### config.mk
export PLATFORM = sky130hd
export DESIGN_NAME = mult8x8_seq
export DESIGN_NICKNAME = d
export VERILOG_FILES = /design/src/rtl/mult8x8_seq.sv
export SDC_FILE = /design/constraint.sdc
export NUM_CORES = 1
export LEC_CHECK = 0
export BUFFER_PORTS_ARGS = -buffer_cell sky130_fd_sc_hd__buf_2
export CORE_MARGIN = 2
export CORE_UTILIZATION = 61
export CTS_BUF_LIST = sky130_fd_sc_hd__clkbuf_4 sky130_fd_sc_hd__clkbuf_8
export DETAILED_ROUTE_END_ITERATION = 7
export GPL_ROUTABILITY_DRIVEN = 0
export HOLD_SLACK_MARGIN = 0.06
export PLACE_DENSITY_LB_ADDON = 0.15
export SYNTH_ARGS = -nofsm -noshare
export SYNTH_HDL_FRONTEND = slang
export SYNTH_SLANG_ARGS = --single-unit
### constraint.sdc
create_clock -name clk -period 6.8 [get_ports clk]
set_input_delay 1.36 -clock clk [delete_from_list [all_inputs] [get_ports clk]]
set_output_delay 1.36 -clock clk [all_outputs]
set_load 0.02 [all_outputs]
### src/rtl/mult8x8_seq.sv
// mult8x8_seq: sequential 8x8 unsigned multiplier, one 4x4 partial product per clock.
// Rev 1.0
`default_nettype none

module mult4x4 (
    input  logic [3:0] a,
    input  logic [3:0] b,
    output logic [7:0] p
);
    assign p = {4'b0000, a} * {4'b0000, b};
endmodule

module mult8x8_seq (
    input  logic        clk,
    input  logic        reset_a,
    input  logic        start,
    input  logic [7:0]  dataa,
    input  logic [7:0]  datab,
    output logic [15:0] product,
    output logic        busy,
    output logic        done
);
    typedef enum logic [2:0] {
        IDLE = 3'd0,
        PP0  = 3'd1,
        PP1  = 3'd2,
        PP2  = 3'd3,
        PP3  = 3'd4,
        DONE = 3'd5
    } state_t;

    state_t      state;
    state_t      state_next;
    logic [7:0]  a_reg;
    logic [7:0]  b_reg;
    logic [15:0] acc;
    logic [3:0]  a_nib;
    logic [3:0]  b_nib;
    logic [7:0]  pp;
    logic [15:0] pp_shifted;
    logic [15:0] sum;

    // Nibble steering: PP1/PP3 use the high multiplicand nibble, PP2/PP3 the high multiplier nibble.
    always_comb begin
        a_nib = ((state == PP1) || (state == PP3)) ? a_reg[7:4] : a_reg[3:0];
        b_nib = ((state == PP2) || (state == PP3)) ? b_reg[7:4] : b_reg[3:0];
    end

    mult4x4 u_mult4x4 (
        .a (a_nib),
        .b (b_nib),
        .p (pp)
    );

    always_comb begin
        pp_shifted = {8'h00, pp};
        case (state)
            PP1, PP2: pp_shifted = {4'h0, pp, 4'h0};
            PP3:      pp_shifted = {pp, 8'h00};
            default:  pp_shifted = {8'h00, pp};
        endcase
        sum = acc + pp_shifted;
    end

    always_ff @(posedge clk or posedge reset_a) begin
        if (reset_a) begin
            state <= IDLE;
        end else begin
            state <= state_next;
        end
    end

    always_comb begin
        state_next = state;
        case (state)
            IDLE:    state_next = start ? PP0 : IDLE;
            PP0:     state_next = PP1;
            PP1:     state_next = PP2;
            PP2:     state_next = PP3;
            PP3:     state_next = DONE;
            DONE:    state_next = start ? PP0 : IDLE;
            default: state_next = IDLE;
        endcase
    end

    always_ff @(posedge clk or posedge reset_a) begin
        if (reset_a) begin
            a_reg   <= 8'h00;
            b_reg   <= 8'h00;
            acc     <= 16'h0000;
            product <= 16'h0000;
        end else begin
            case (state)
                IDLE, DONE: begin
                    if (start) begin
                        a_reg <= dataa;
                        b_reg <= datab;
                        acc   <= 16'h0000;
                    end
                end
                PP0, PP1, PP2: acc <= sum;
                // Final partial product goes straight to the output register.
                PP3:           product <= sum;
                default: ;
            endcase
        end
    end

    assign busy = (state == PP0) || (state == PP1) || (state == PP2) || (state == PP3);
    assign done = (state == DONE);

endmodule

`default_nettype wire

* After elaboration in Yosys (flattened, before gate mapping)
Index checks and enable logic that the tools add are counted.
** Word-level totals
- Flip-flop bits (word level) :: 51
- Latch bits :: 0
- RAM bits :: 0
- Memory bits (read-only) :: 0
- Input bits :: 19
- Output and inout bits :: 18
- Memories :: 0
** Cells by class
- Add/sub/neg operators :: 1
- $mul :: 1
- Div/mod/pow operators :: 0
- Order comparisons :: 0
- Equal/unequal tests :: 6
- Shift operators :: 0
- Muxes and demuxes :: 7
- Bitwise gates (word level) :: 0
- Reduce and logical (&&, ||, !) cells :: 12
** Operators by type and width (count)
- $pmux W16 S2 :: 2
- $add A16 B16 Y16 :: 1
- $mux W16 :: 1
- $pmux W3 S5 :: 1
- $mul A4 B4 Y8 :: 1
- $mux W4 :: 2
- $eq A3 B2 Y1 const B :: 2
- $eq A3 B3 Y1 const B :: 2
- $logic_or A1 B1 Y1 :: 5
- $reduce_and A2 Y1 :: 2
- $reduce_or A2 Y1 :: 2
- $eq A3 B1 Y1 const B :: 1
- $logic_not A3 Y1 :: 1
- $reduce_or A3 Y1 :: 1
- $ne A2 B1 Y1 const B :: 1
- $reduce_bool A2 Y1 :: 1
- $mux W1 :: 1

* Longest topological paths before layout
- Word-level depth :: 7
- Depth in mapped cells :: 24
- Mapped depth without buffers :: 22

* By module
Synthesis repeated with hierarchy kept, for this count alone.
** Unflattened totals
- Cells, all modules :: 345
- Area total of the unflattened synthesis :: 3323.2 sq um
** Modules (own cells, without submodules)
- mult8x8_seq :: times used 1, cells an instance 294, area each 2859.0 sq um
- mult4x4 :: times used 1, cells an instance 51, area each 464.2 sq um

* Least setup slack after synthesis
OpenSTA, ideal clock, no wires.
- Kind :: register to register
- Start :: register state[1]
- End :: register product[14]
- Data arrival time :: 5.196 ns
- Required time :: 6.672 ns
- Setup slack :: 1.477 ns
- Cell stages (with the launch flop) :: 25
- Cell sequence :: dfrtp_1 -> buf_2 -> nor2_4 -> nand2_2 -> nand2_2 -> mux2i_1 -> or2_2 -> fa_1 -> inv_1 -> fa_1 -> ha_1 -> a211oi_1 -> o21bai_1 -> a21oi_1 -> xnor2_1 -> nor2b_1 -> a211oi_1 -> ha_1 -> buf_6 -> a211oi_2 -> a211oi_1 -> a221oi_2 -> o311ai_2 -> xnor2_1 -> o21ai_1
** On the way
- Word-level cells in the longest chain between the ends :: 6
- Elaborated cells on any way between the ends :: 11
- Those cells by class :: add/sub: 1; mul: 1; eq/ne: 3; mux: 3; reduce/logical: 3
** Ends and longest elaborated chain
- start, declared :: line 32 : state_t state;
- start signal, assigned :: line 69 : state <= state_next;
- $eq A3 B2 Y1 (tied with other cells) :: line 45, 57
- $logic_or A1 B1 Y1 (on tied branches) :: line 45, 46
- $mux W4 (on tied branches) :: line 45, 46
- $mul A4 B4 Y8 :: line 10 : assign p = {4'b0000, a} * {4'b0000, b};
- $pmux W16 S2 :: line 57 : case (state)
- $add A16 B16 Y16 :: line 62 : sum = acc + pp_shifted;
- end signal, assigned :: line 103 : PP3: product <= sum;
- end, declared :: line 19 : output logic [15:0] product,
Parallel ways exist; a longest one is shown, timed or not.
A chain may end at the register's enable or synchronous reset.

* Worst setup path in the final report
- Start :: register state[1]
- End :: register acc[12]
** On the way
- Word-level cells in the longest chain between the ends :: 7
- Elaborated cells on any way between the ends :: 20
- Those cells by class :: add/sub: 1; mul: 1; eq/ne: 6; mux: 4; reduce/logical: 8
** Ends and longest elaborated chain
- $eq A3 B2 Y1 (tied with other cells) :: line 45, 57, 93
- $logic_or A1 B1 Y1 (on tied branches) :: line 45, 46
- $mux W4 (on tied branches) :: line 45, 46
- $mul A4 B4 Y8 :: line 10
- $pmux W16 S2 :: line 57
- $add A16 B16 Y16 :: line 62
- $pmux W16 S2 :: line 93 : case (state)
- end signal, assigned :: line 101 : PP0, PP1, PP2: acc <= sum;
- end, declared :: line 36 : logic [15:0] acc;
Parallel ways exist; a longest one is shown, timed or not.

==> metrics.txt <==
status finished, final reports clean; largest net degree at the start of global routing between 50 and 60; Post-synth EDFFs 0; dominant cell type by area after synthesis dfrtp_1; critical-path cell list nor2b_1, nand2_1, nand2_2, mux2i_1, or2_2, fa_1, inv_1, fa_1, ha_1, a211oi_1, o21bai_1, a21oi_1, xnor2_1, nor2b_1, a211oi_1, ha_1, a211oi_2, a211oi_1, a221oi_2, a21oi_1, xnor2_1, o21ai_0; CTS sink cnt between 50 and 60; IO Count 37; critical path class reg -> reg; RSZ-0062 raised after global routing false; Tmin final 6.16 ns; worst slew pin tran roughly 1.0 ns; share of the synthesized area in the top cell type 38.7%; Worst path top cell family by delay compound AO/OA/AOI/OAI gates; drc violations 0; CTS tree done; Yosys cell types 49; post-CTS setup buffer count 0; GRT Total Usage between 20% and 30%; synthesis-to-layout area growth 9.64%; die span in y 77.5 um; via count 2530; Core ar. 0.00517 mm^2; Detail Route Antenna Nets 0; clk slew on worst S/H paths 0.10 ns; Worst path max stage delay 0.61 ns; final setup skew between 0.009 and 0.01 ns; gr ovfl total 0; fin crit share 90.6%; Seq/Total Area, Yosys 38.7%; DR pass1 iterations 4; Die Width around 78 um; CTS H-tree depth 2; Syn. warnings 0; CP endpoint kind register; Worst setup SP type register; final wirelength 6510 um; Synth Instances 340; Critical Path RT 7.03 ns; Sum Neg Setup Slack 0 ns; worst-case clock buffer depth 2; Main synth FF type dfrtp_1; fmax between 150 and 200 MHz; # setup viols final 0; Commonest cells post-synth 51 x dfrtp_1, 45 x nand2_1, 27 x ha_1; 1st-iter DRT viols 153; final hold vios 0; Max-Cap Viols 0; Slew Limit Headroom between 30% and 40%; first-pass GRT wire length 11600 um; vias in the first global route 2584; fraction of layout cells with a size suffix above 1 20.1%; Post-CTS Resized 0; Root Driver clkbuf_8; row count 26; Die ar. around 0.006 mm^2; biggest registers after layout acc x16, product x16; I/O Buffers 36; Post-CTS Hold Fix Bufs 0; Slowest-stage cell, CP dfrtp_1; hold crit path type reg -> reg; Netlist Area Pre-Place roughly 0.0033 mm^2; Buffers & Inverters on Critical Path 1; vias per cell roughly 5.7; post-synthesis register bit count just over 50; Data arrival, critical path between 6 and 7 ns; synth top area cells dfrtp_1 39%, ha_1 10%, mux2_2 5.5%; worst skew pair latency 0.32 ns; Initial Util between 60% and 70%; TritonCTS Buffers 5; r2r setup slk between 0.6 and 0.7 ns; nets 423; initial antenna violation count 0; ant diodes 0; drt wl/cell 14.7 um; top-count cell post-synth dfrtp_1; Max Slew Vio Count 0; Critical Path Fanout Max 13; asr flop ratio synth 100%; post-DP HPWL ~4800 um; syn_nets 391; critical path's most frequent cell a211oi_1; syn_area_per_cell 9.70 um^2
[layout make-up]
class                           instances  area, um^2
Fill cell                             404        1560
Multi-Input combinational cell        263        1920
Inverter                               13        48.8
Tap cell                               70        87.6
Timing Repair Buffer                   38         195
Clock buffer                            5        68.8
Clock inverter                          3        20.0
Sequential cell                        51        1280
[worst paths after layout]
| path | from | endpoint | depth (start not counted) |
|---|---|---|---|
| min in group asynchronous | reset_a | b_reg[4] | 2 |
| max in group asynchronous | reset_a | acc[5] | 2 |
| worst max register to register | state[1] | acc[12] | 22 |
| worst min-delay path | product[0] | product[0] | 2 |
| worst min register to register | product[0] | product[0] | 2 |
| worst max-delay path | state[1] | acc[12] | 22 |
[metrics by stage]
step                      std cells  worst slack (ns)  hold slack (ns)  cell area [um^2]  utilization (%)
after CTS                       443             0.670            0.482              3620             69.9
after detailed placement        435             0.724            0.458              3530             68.2
after global routing            443            0.0971            0.526              3620             69.9
after floorplan                 340              1.48            0.456              3300                -
after global placement          435             0.884            0.453              3530             68.2
final                           443             0.642            0.475              3620             69.9
[logic make-up (layout without fill, tap and decap cells)]
group	count (synthesis)	in the layout	share of synthesized area (%)
xor+xnor	21	21	5.99
buf+inv	26	59	3.45
compound gates	89	89	17.5
simple gates	96	96	12.9
flops	51	51	38.7
fa+ha+maj	32	32	13.3
mux	25	25	8.19
[worst register-to-register path, cell delays in order, from the launching register on]
cell	delay [ns]
dfrtp_1	0.61
nor2b_1	0.50
nand2_1	0.13
nand2_2	0.18
mux2i_1	0.15
or2_2	0.33
fa_1	0.53
inv_1	0.06
fa_1	0.49
ha_1	0.33
a211oi_1	0.25
o21bai_1	0.10
a21oi_1	0.25
xnor2_1	0.20
nor2b_1	0.08
a211oi_1	0.23
ha_1	0.36
a211oi_2	0.30
a211oi_1	0.12
a221oi_2	0.38
a21oi_1	0.14
xnor2_1	0.15
o21ai_0	0.18
[placed cells by master (no fill, tap or decap), types with 2 or more instances in the layout]
cell type and count:
dfrtp_1 51, nand2_1 45, buf_2 36, ha_1 27
nor2_1 25, o21ai_0 22, a21oi_1 16, mux2_2 16
inv_1 12, o22ai_1 11, xor2_1 10, xnor2_1 10
mux2i_1 9, a21o_1 7, o21ai_1 6, a211oi_1 6
fa_1 5, clkbuf_8 5, nand2b_1 4, a22o_1 4
nor3_1 3, nor2b_1 3, or2_2 3, o211ai_1 2
nand3b_1 2, nand3_1 2, nand2_2 2, o21bai_1 2
and2_1 2, clkinvlp_4 2, buf_4 2
[metal layers]
layer  share of wire, %  track usage, %
met1                 46            31.5
met4                1.7            7.86
met3                3.2            4.19
met2                 49            41.2
met5                  0               0
Power is not shown: default switching activity piles up to over one toggle a cycle in this logic, so the estimate is an artifact.
